`config.mk`:
```
export PLATFORM = sky130hd
export DESIGN_NAME = jesd_tx_link_ctrl
export DESIGN_NICKNAME = d
export VERILOG_FILES = /design/src/rtl/jesd_pkg.sv /design/src/rtl/jesd_timer.sv /design/src/rtl/jesd_tx_link_ctrl.sv
export SDC_FILE = /design/constraint.sdc
export NUM_CORES = 1
export LEC_CHECK = 0
export ABC_AREA = 1
export BUFFER_PORTS_ARGS = -buffer_cell sky130_fd_sc_hd__buf_2
export CORE_MARGIN = 4
export CORE_UTILIZATION = 42
export CTS_BUF_LIST = sky130_fd_sc_hd__clkbuf_16
export DETAILED_ROUTE_END_ITERATION = 6
export PLACE_DENSITY_LB_ADDON = 0.15
export SYNTH_ARGS = -nofsm -noshare
export SYNTH_HDL_FRONTEND = slang
export SYNTH_SLANG_ARGS = --single-unit
```
`constraint.sdc`:
```
create_clock -name clk -period 3 [get_ports clk]
set_input_delay 0.45 -clock clk [delete_from_list [all_inputs] [get_ports clk]]
set_output_delay 0.45 -clock clk [all_outputs]
set_load 0.05 [all_outputs]
```
`src/rtl/jesd_pkg.sv`:
```
`default_nettype none
// ============================================================================
// Module  : jesd_pkg
// Brief   : Shared types and default timing constants for the JESD TX link
//           bring-up controller.
// Revision: 1.0 - initial release
// ============================================================================
package jesd_pkg;

   // Link controller state encoding, also exported on the link_state port
   typedef enum logic [2:0] {
      LS_IDLE       = 3'd0,
      LS_RESET_CORE = 3'd1,
      LS_WAIT_CGS   = 3'd2,
      LS_WAIT_ILAS  = 3'd3,
      LS_DATA       = 3'd4,
      LS_FAULT      = 3'd5
   } link_state_t;

   // Default bring-up timing
   localparam int DEF_RST_CYCLES   = 8;
   localparam int DEF_CGS_TIMEOUT  = 256;
   localparam int DEF_ILAS_TIMEOUT = 256;
   localparam int DEF_DROP_TOL     = 16;
   localparam int DEF_MAX_RETRIES  = 3;

   // Bits needed to hold 0..v-1, never less than one bit
   function automatic int clog2_min1(input int v);
      return (v <= 2) ? 1 : $clog2(v);
   endfunction

endpackage
`default_nettype wire

```
`src/rtl/jesd_timer.sv`:
```
`default_nettype none
// ============================================================================
// Module  : jesd_timer
// Brief   : Clearable up-counter that saturates at a terminal value and flags
//           when that value has been reached.
// Revision: 1.0 - initial release
// ============================================================================
module jesd_timer #(
   parameter int WIDTH = 8
) (
   input  logic             clk,
   input  logic             rst,
   input  logic             clr,
   input  logic             inc,
   input  logic [WIDTH-1:0] term,
   output logic             tc
);

   logic [WIDTH-1:0] cnt_q;
   logic [WIDTH-1:0] cnt_d;

   // Next count: clear wins, otherwise count up and hold at the terminal value
   always_comb begin
      cnt_d = cnt_q;
      if (clr) begin
         cnt_d = '0;
      end else if (inc && (cnt_q < term)) begin
         cnt_d = cnt_q + WIDTH'(1);
      end
   end

   // Count register
   always_ff @(posedge clk) begin
      if (rst) begin
         cnt_q <= '0;
      end else begin
         cnt_q <= cnt_d;
      end
   end

   assign tc = (cnt_q >= term);

endmodule
`default_nettype wire

```
`src/rtl/jesd_tx_link_ctrl.sv`:
```
`default_nettype none
// ============================================================================
// Module  : jesd_tx_link_ctrl
// Brief   : JESD204 transmit link bring-up sequencer: core reset, CGS and ILAS
//           waits with timeouts, data-phase drop monitoring, bounded retries
//           and a sticky fault.
// Revision: 1.0 - initial release
// ============================================================================
module jesd_tx_link_ctrl
   import jesd_pkg::*;
#(
   parameter int RST_CYCLES   = DEF_RST_CYCLES,
   parameter int CGS_TIMEOUT  = DEF_CGS_TIMEOUT,
   parameter int ILAS_TIMEOUT = DEF_ILAS_TIMEOUT,
   parameter int DROP_TOL     = DEF_DROP_TOL,
   parameter int MAX_RETRIES  = DEF_MAX_RETRIES
) (
   input  logic                             clk,
   input  logic                             rst,
   input  logic                             enable,
   input  logic                             jesd_cgs_done,
   input  logic                             jesd_ilas_done,
   input  logic                             jesd_link_up,
   output logic                             jesd_tx_rst_n,
   output logic                             jesd_tx_en,
   output logic                             payload_en,
   output link_state_t                      link_state,
   output logic [$clog2(MAX_RETRIES+1)-1:0] retry_cnt,
   output logic                             fault
);

   localparam int RTY_W   = $clog2(MAX_RETRIES+1);
   localparam int TMR_MAX = (RST_CYCLES > CGS_TIMEOUT) ?
                            ((RST_CYCLES > ILAS_TIMEOUT) ? RST_CYCLES : ILAS_TIMEOUT) :
                            ((CGS_TIMEOUT > ILAS_TIMEOUT) ? CGS_TIMEOUT : ILAS_TIMEOUT);
   localparam int TMR_W   = clog2_min1(TMR_MAX);
   localparam int DRP_W   = clog2_min1(DROP_TOL);

   link_state_t      state_q, state_d;
   logic [RTY_W-1:0] retry_q, retry_d;
   logic             rst_n_q, rst_n_d;
   logic             tx_en_q, tx_en_d;
   logic             fault_q, fault_d;

   logic             all_ok;
   logic             fail;
   logic             tmr_clr, tmr_tc;
   logic [TMR_W-1:0] tmr_term;
   logic             drp_clr, drp_tc;

   assign all_ok = jesd_cgs_done & jesd_ilas_done & jesd_link_up;

   // Terminal value of the shared state timer depends on the phase being timed
   always_comb begin
      tmr_term = '0;
      case (state_q)
         LS_RESET_CORE: tmr_term = TMR_W'(RST_CYCLES - 1);
         LS_WAIT_CGS:   tmr_term = TMR_W'(CGS_TIMEOUT - 1);
         LS_WAIT_ILAS:  tmr_term = TMR_W'(ILAS_TIMEOUT - 1);
         default:       tmr_term = '0;
      endcase
   end

   // State timer restarts on every state change and is parked in IDLE
   assign tmr_clr = (state_q == LS_IDLE) || (state_d != state_q);

   jesd_timer #(.WIDTH(TMR_W)) u_state_timer (
      .clk  (clk),
      .rst  (rst),
      .clr  (tmr_clr),
      .inc  (1'b1),
      .term (tmr_term),
      .tc   (tmr_tc)
   );

   // Drop counter only runs across consecutive bad-status cycles in DATA
   assign drp_clr = (state_q != LS_DATA) || all_ok;

   jesd_timer #(.WIDTH(DRP_W)) u_drop_timer (
      .clk  (clk),
      .rst  (rst),
      .clr  (drp_clr),
      .inc  (1'b1),
      .term (DRP_W'(DROP_TOL - 1)),
      .tc   (drp_tc)
   );

   // Next-state, retry accounting and registered output values
   always_comb begin
      state_d = state_q;
      retry_d = retry_q;
      fail    = 1'b0;

      if (!enable) begin
         state_d = LS_IDLE;
         retry_d = '0;
      end else begin
         case (state_q)
            LS_IDLE:       state_d = LS_RESET_CORE;
            LS_RESET_CORE: if (tmr_tc) state_d = LS_WAIT_CGS;
            LS_WAIT_CGS: begin
               // done is tested first so it beats a same-cycle timeout
               if (jesd_cgs_done)  state_d = LS_WAIT_ILAS;
               else if (tmr_tc)    fail    = 1'b1;
            end
            LS_WAIT_ILAS: begin
               if (all_ok)              state_d = LS_DATA;
               else if (!jesd_cgs_done) fail    = 1'b1;
               else if (tmr_tc)         fail    = 1'b1;
            end
            LS_DATA:       if (!all_ok && drp_tc) fail = 1'b1;
            LS_FAULT:      state_d = LS_FAULT;
            default:       state_d = LS_IDLE;
         endcase

         if (fail) begin
            if ((int'(retry_q) + 1) == MAX_RETRIES) begin
               state_d = LS_FAULT;
               retry_d = RTY_W'(MAX_RETRIES);
            end else begin
               state_d = LS_RESET_CORE;
               retry_d = retry_q + RTY_W'(1);
            end
         end

         // A successful bring-up forgives earlier failures
         if ((state_d == LS_DATA) && (state_q != LS_DATA)) begin
            retry_d = '0;
         end
      end

      rst_n_d = (state_d == LS_WAIT_CGS) || (state_d == LS_WAIT_ILAS) ||
                (state_d == LS_DATA);
      tx_en_d = rst_n_d;
      fault_d = (state_d == LS_FAULT);
   end

   // State and output registers
   always_ff @(posedge clk) begin
      if (rst) begin
         state_q <= LS_IDLE;
         retry_q <= '0;
         rst_n_q <= 1'b0;
         tx_en_q <= 1'b0;
         fault_q <= 1'b0;
      end else begin
         state_q <= state_d;
         retry_q <= retry_d;
         rst_n_q <= rst_n_d;
         tx_en_q <= tx_en_d;
         fault_q <= fault_d;
      end
   end

   assign link_state    = state_q;
   assign retry_cnt     = retry_q;
   assign jesd_tx_rst_n = rst_n_q;
   assign jesd_tx_en    = tx_en_q;
   assign fault         = fault_q;
   // Unregistered so payload stops in the very cycle a status drops
   assign payload_en    = (state_q == LS_DATA) & all_ok;

endmodule
`default_nettype wire
```
## Word-level counts from Yosys, hierarchy flattened

Index checks and enable logic that the tools add are counted.

| operators by class | value |
|---|---|
| equal/unequal tests | 13 |
| bitwise gates (word level) | 4 |
| $add $sub $neg | 4 |
| reduce and logical (&&, ||, !) cells | 12 |
| magnitude comparators | 4 |
| multiplexer cells | 17 |

Operators by type and width:

| kind | number |
|---|---|
| two-way mux 3 bit | 7 |
| one-hot mux 3 bit (6 select lines) | 1 |
| one-hot mux 8 bit (2 select lines) | 1 |
| == test 3 x 2 -> 1 bit, second input constant | 5 |
| == test 3 bit, second input constant | 5 |
| adder 8 x 1 -> 8 bit, second input constant | 1 |
| greater-or-equal comparator 8 bit | 1 |
| < comparator 8 bit | 1 |
| two-way mux 1 bit | 6 |
| OR reduction 2 bit | 3 |
| adder 4 x 1 -> 4 bit, second input constant | 1 |
| greater-or-equal comparator 4 bit, second input constant | 1 |
| logical OR 1 bit | 4 |
| < comparator 4 bit, second input constant | 1 |
| adder 2 x 1 -> 3 bit, second input constant | 1 |
| bitwise AND 1 bit | 3 |
| == test 3 x 1 -> 1 bit, second input constant | 1 |
| logical NOT 3 bit | 1 |
| != test 3 bit | 1 |
| != test 3 bit, second input constant | 1 |
| one-hot mux 1 bit (3 select lines) | 1 |
| OR reduction 3 bit | 1 |
| adder 2 x 1 -> 2 bit, second input constant | 1 |
| logical AND 1 bit | 2 |
| other kinds (3) | 3 |

| storage, ports and cells | value |
|---|---|
| output and inout port bits | 9 |
| bits in registers | 19 |
| input bits | 6 |

## Longest topological paths before layout

| depth | value |
|---|---|
| depth after elaboration | 15 |
| gate-level depth with buffers | 18 |

## Hierarchy

From an unflattened synthesis, not the netlist that was laid out.

| unflattened totals | value |
|---|---|
| cells, all modules | 255 |
| area total of the unflattened synthesis | 1672.9 um^2 |

Modules (own cells, without submodules):

| module | area each (um^2) | seq. area each (um^2) | times used | cells an instance |
|---|---|---|---|---|
| jesd_timer at u_state_timer | 713.2 | 160.2 | 1 | 116 |
| jesd_tx_link_ctrl | 609.3 | 140.1 | 1 | 83 |
| jesd_timer at u_drop_timer | 350.3 | 80.1 | 1 | 56 |

## Worst setup path before layout

OpenSTA, ideal clock, no wires.

| timing | value |
|---|---|
| kind | flip-flop to flip-flop |
| start | reg state_q[1] (netlist: link_state[1]) |
| end | reg u_state_timer.cnt_q[0] |
| stages on the path, launching flop included | 13 |
| setup time | 0.066 ns |
| data required time | 2.934 ns |
| arrival time | 2.427 ns |
| slack | 0.507 ns |
| cells stage by stage | dfxtp_1 > nand2_2 > ha_1 > a21o_1 > nor2_4 > nand3_2 > a21oi_4 > nand2_2 > nand2_1 > nand3_2 > nand2_1 > nand3_2 > nor2_1 |

| between the ends | value |
|---|---|
| longest elaborated chain between the ends | 15 |

Ends and longest elaborated chain:

| what | RTL line | text |
|---|---|---|
| start, declared | jesd_tx_link_ctrl.sv:39 | `link_state_t state_q, state_d;` |
| start signal, assigned | jesd_tx_link_ctrl.sv:147 | `state_q <= state_d;` |
| == test 3 x 2 -> 1 bit | jesd_tx_link_ctrl.sv:56, jesd_tx_link_ctrl.sv:98 |  |
| OR reduction 2 bit (no line) | n/a |  |
| one-hot mux 8 bit (2 select lines) | jesd_tx_link_ctrl.sv:56 | `case (state_q)` |
| greater-or-equal comparator 8 bit | jesd_timer.sv:41 | `assign tc = (cnt_q >= term);` |
| two-way mux 1 bit | jesd_tx_link_ctrl.sv:104, jesd_tx_link_ctrl.sv:109 |  |
| two-way mux 1 bit | jesd_tx_link_ctrl.sv:108 | `else if (!jesd_cgs_done) fail = 1'b1;` |
| two-way mux 1 bit | jesd_tx_link_ctrl.sv:107 | `if (all_ok) state_d = LS_DATA;` |
| one-hot mux 1 bit (3 select lines) | jesd_tx_link_ctrl.sv:98 | `case (state_q)` |
| two-way mux 1 bit | jesd_tx_link_ctrl.sv:94 | `if (!enable) begin` |
| two-way mux 3 bit | jesd_tx_link_ctrl.sv:116 | `if (fail) begin` |
| two-way mux 3 bit (2 in series) | jesd_tx_link_ctrl.sv:94 |  |
| != test 3 bit | jesd_tx_link_ctrl.sv:65 | `assign tmr_clr = (state_q == LS_IDLE) \|\| (state_d != state_q);` |
| logical OR 1 bit | jesd_tx_link_ctrl.sv:65 |  |
| OR reduction 2 bit (no line) | n/a |  |
| end signal, assigned | jesd_timer.sv:37 | `cnt_q <= cnt_d;` |
| end, declared | jesd_timer.sv:19 | `logic [WIDTH-1:0] cnt_q;` |

Parallel ways exist; a longest one is shown, timed or not. The select of a mux whose other input is x is not followed.
A chain may end at the register's enable or synchronous reset.

## Worst setup path after layout

| timing | value |
|---|---|
| start | reg state_q[1] (netlist: link_state[1]) |
| end | reg u_state_timer.cnt_q[5] |

Same word-level chain as after synthesis.

==> qor.txt <==
Worst Path Max Fanout = 8
Die height = 62.3 um
Asr flop ratio synth = 0%
CP Launch Point = link_state[1]$_SDFF_PP0_
# Max-Cap Violations = 0
TritonCTS buffer count = 3
Crit-path most repeated cell = nand2_1
Skew final = 2.72 ps
Clk pwr share = 42.1%
CP max stage delay = 490 ps
Synth top area cells = dfxtp_1 31%, ha_1 11%, inv_1 8.5%, nand2_1 8.5%, nor2_1 7.0%
Max Fclk = 0.401 GHz
Final routed DRC violation total = 0
Setup WS pre-CTS = 495 ps
Switching share of power = 26.8%
Dpl cell area = 1330 um^2
Worst path required time = 3180 ps
CP arrival = 2670 ps
Post-Syn Nets = 187
Final ANT Viol Nets = 0
Port bufs = 14
WL final = 2410 um
Routed length per instance = 11.1 um
Design area = 1410 um^2
Grt ovf = 0
IO Pins = 15
Area Growth Syn to Fin = 14.0%
Clk buf depth = 2
Max-slew headroom = 71.5%
Reg2reg start = link_state[1]$_SDFF_PP0_
Starting Density = 44.4%
Max-slew violations = 0
Layout cells sized above 1 = 16.1%
Run status = complete, no violations
Mapped Cells = 170
First-pass GRT wire length = 4360 um
CP startpoint kind = flip-flop
Final Cycle Share = 83.1%
Sequence of cells on the critical path = nor2_4, nor2_1, inv_1, ha_1, nand2_1, nand2_1, nand2_1, nand2_1, nand2_1, nand3_2, a21oi_4, nand4_1, a21oi_1, nand3_2, nor2_1
Worst slew pin tran = 424 ps
Layout Cells excl Fill = 217
Worst min-delay path class = input pin to flip-flop
Multi-input gate area = 732 um^2
Internal Power = 0.469 mW
Worst Setup Path Type = flip-flop to flip-flop
Cts hold-fix bufs = 0
Comb pwr share = 17.1%
Vias in the first global route = 1015
Synth Warn # = 0
Setup_tns = 0 ps
Leakage Power = 0.688 nW
Htree depth = 1
CTS clk-pin slew, worst paths = 50 ps
Post-synth top area share = 30.8%
Row count = 19
Post-Syn Area = 1240 um^2
Buf/Inv on CP = 1
Unrepaired setup endpoints after global routing = false
Maximum vdd drop = 411 uV
Pin count of the biggest net entering global routing = 11
Initial antenna violation count = 0
Final Hold Fails = 0
Top FF cell, synth = dfxtp_1
Seq/Total Area, Yosys = 30.8%
Layout Nets = 204
Setup Buffers After CTS = 0
Die area = 3880 um^2
Via/cell ratio = 5.00
1st-iter DRT viols = 50
Placed cell count = 213
Core Region = 2780 um^2
Final worst-path setup slack = 508 ps
GPL Wtd Cong = 0.798
Final setup viols = 0
Post-CTS sizing = 0
Diode count = 0
Die Wd = 62.3 um
Number of synthesized flops with an enable pin = 0
Root buffer cell = clkbuf_16
Pre-antenna DRT Iters = 4
Largest area contributor in the synthesized netlist = dfxtp_1
Clk_lat worst skew = 250 ps
Reg2reg setup slack = 510 ps
Sequential Area = 380 um^2
CP endpoint kind = flip-flop
Min Tclk post-route = 2490 ps
Netlist cell types = 25
Delay-heaviest family, CP = simple AND/OR/NAND/NOR gates
Mean Syn Cell Area = 7.27 um^2
Fillers = 285
Switch Pwr = 0.171 mW
CP max-delay cell = dfxtp_1
CTS Sinks = 19
FF+latch count, synth = 19
Routed vias = 1085
Commonest cells post-synth = 28 x inv_1, 28 x nand2_1, 23 x nor2_1
Worst Hold Launch = rst
Power per cell area = 454 nW/um^2
Tot GR Track Use = 13.5%
Post-DP HPWL = 1980 um
CTS tree = done
Sequential share of power = 40.8%
==> power groups by stage <==
stage / Sequential, mW / Clock, mW / Combinational, mW
after floorplan: 0.275 / 0 / 0.0773
after global placement: 0.267 / 0 / 0.107
after detailed placement: 0.267 / 0 / 0.110
after CTS: 0.261 / 0.280 / 0.111
after global routing: 0.262 / 0.292 / 0.126
final: 0.261 / 0.269 / 0.109
==> final timing paths <==
| kind | endpoint | depth (start not counted) |
|---|---|---|
| min | link_state[2]$_SDFF_PP0_ | 2 |
| min reg2reg | retry_cnt[0]$_SDFFE_PP0P_ | 2 |
| max reg2reg | u_state_timer.cnt_q[5]$_SDFFE_PP0N_ | 15 |
| max | u_state_timer.cnt_q[5]$_SDFFE_PP0N_ | 15 |
==> kinds of logic (layout without fill, tap and decap cells) <==
logic type / Yosys count / after routing / synth area share, %
xor+xnor: 8 / 8 / 5.67
compound gates: 13 / 13 / 6.78
buf+inv: 31 / 47 / 10.0
simple gates: 87 / 87 / 34.8
mux: 1 / 1 / 0.810
flops: 19 / 19 / 30.8
fa+ha+maj: 11 / 11 / 11.1
==> state kept, by name, indices dropped and copies added (netlist names) <==
signal,count
u_drop_timer.cnt_q,4
jesd_tx_en,1
fault,1
retry_cnt,2
link_state,3
u_state_timer.cnt_q,8
==> worst reg2reg max path, delay by kind of cell, from the launching register on <==
family,cells,cell delay (ps)
adder cells (fa/ha/maj),1,290
AO/OA/AOI/OAI,2,390
flip-flops,1,490
AND/OR/NAND/NOR,11,1190
buffers and inverters,1,80
==> metal layers <==
metal	track usage [%]	routed length, um	vias up
met3	4.86	117	4
met5	0	0	-
met4	2.12	23	0
li1	-	-	574
met2	21.5	1110	20
met1	17.9	1160	487
==> layout make-up <==
type                    count  share of cell area, %
well taps                  31                   2.75
inverters                  29                   7.73
clock buffers               3                   5.33
flip-flops and latches     19                   27.0
multi-input cells         120                   52.0
repair buffers             14                   4.97
clock inverters             1                  0.266
==> through the flow <==
stage | total power [mW] | hold slack (ps) | util [%]
after floorplan | 0.353 | 468 | -
after global placement | 0.374 | 464 | 47.8
after detailed placement | 0.376 | 480 | 47.8
after CTS | 0.651 | 401 | 50.7
after global routing | 0.680 | 424 | 50.7
final | 0.640 | 408 | 50.7
==> placed cells by master, fill, tap and decap left out <==
cell and n:
a21o_1 1, a21oi_1 8, a21oi_4 1, a22oi_1 1, and3_1 1, buf_2 14, clkbuf_16 3, dfxtp_1 19
ha_1 11, inv_1 29, inv_2 1, mux2i_1 1, nand2_1 28, nand2_2 3, nand3_1 14, nand3_2 4
nand3b_1 1, nand4_1 5, nor2_1 23, nor2_4 3, nor3_1 3, nor3_2 1, o21a_1 1, o21ai_0 1
or2_0 1, xor2_1 8
(Power assumes the default switching activity.)
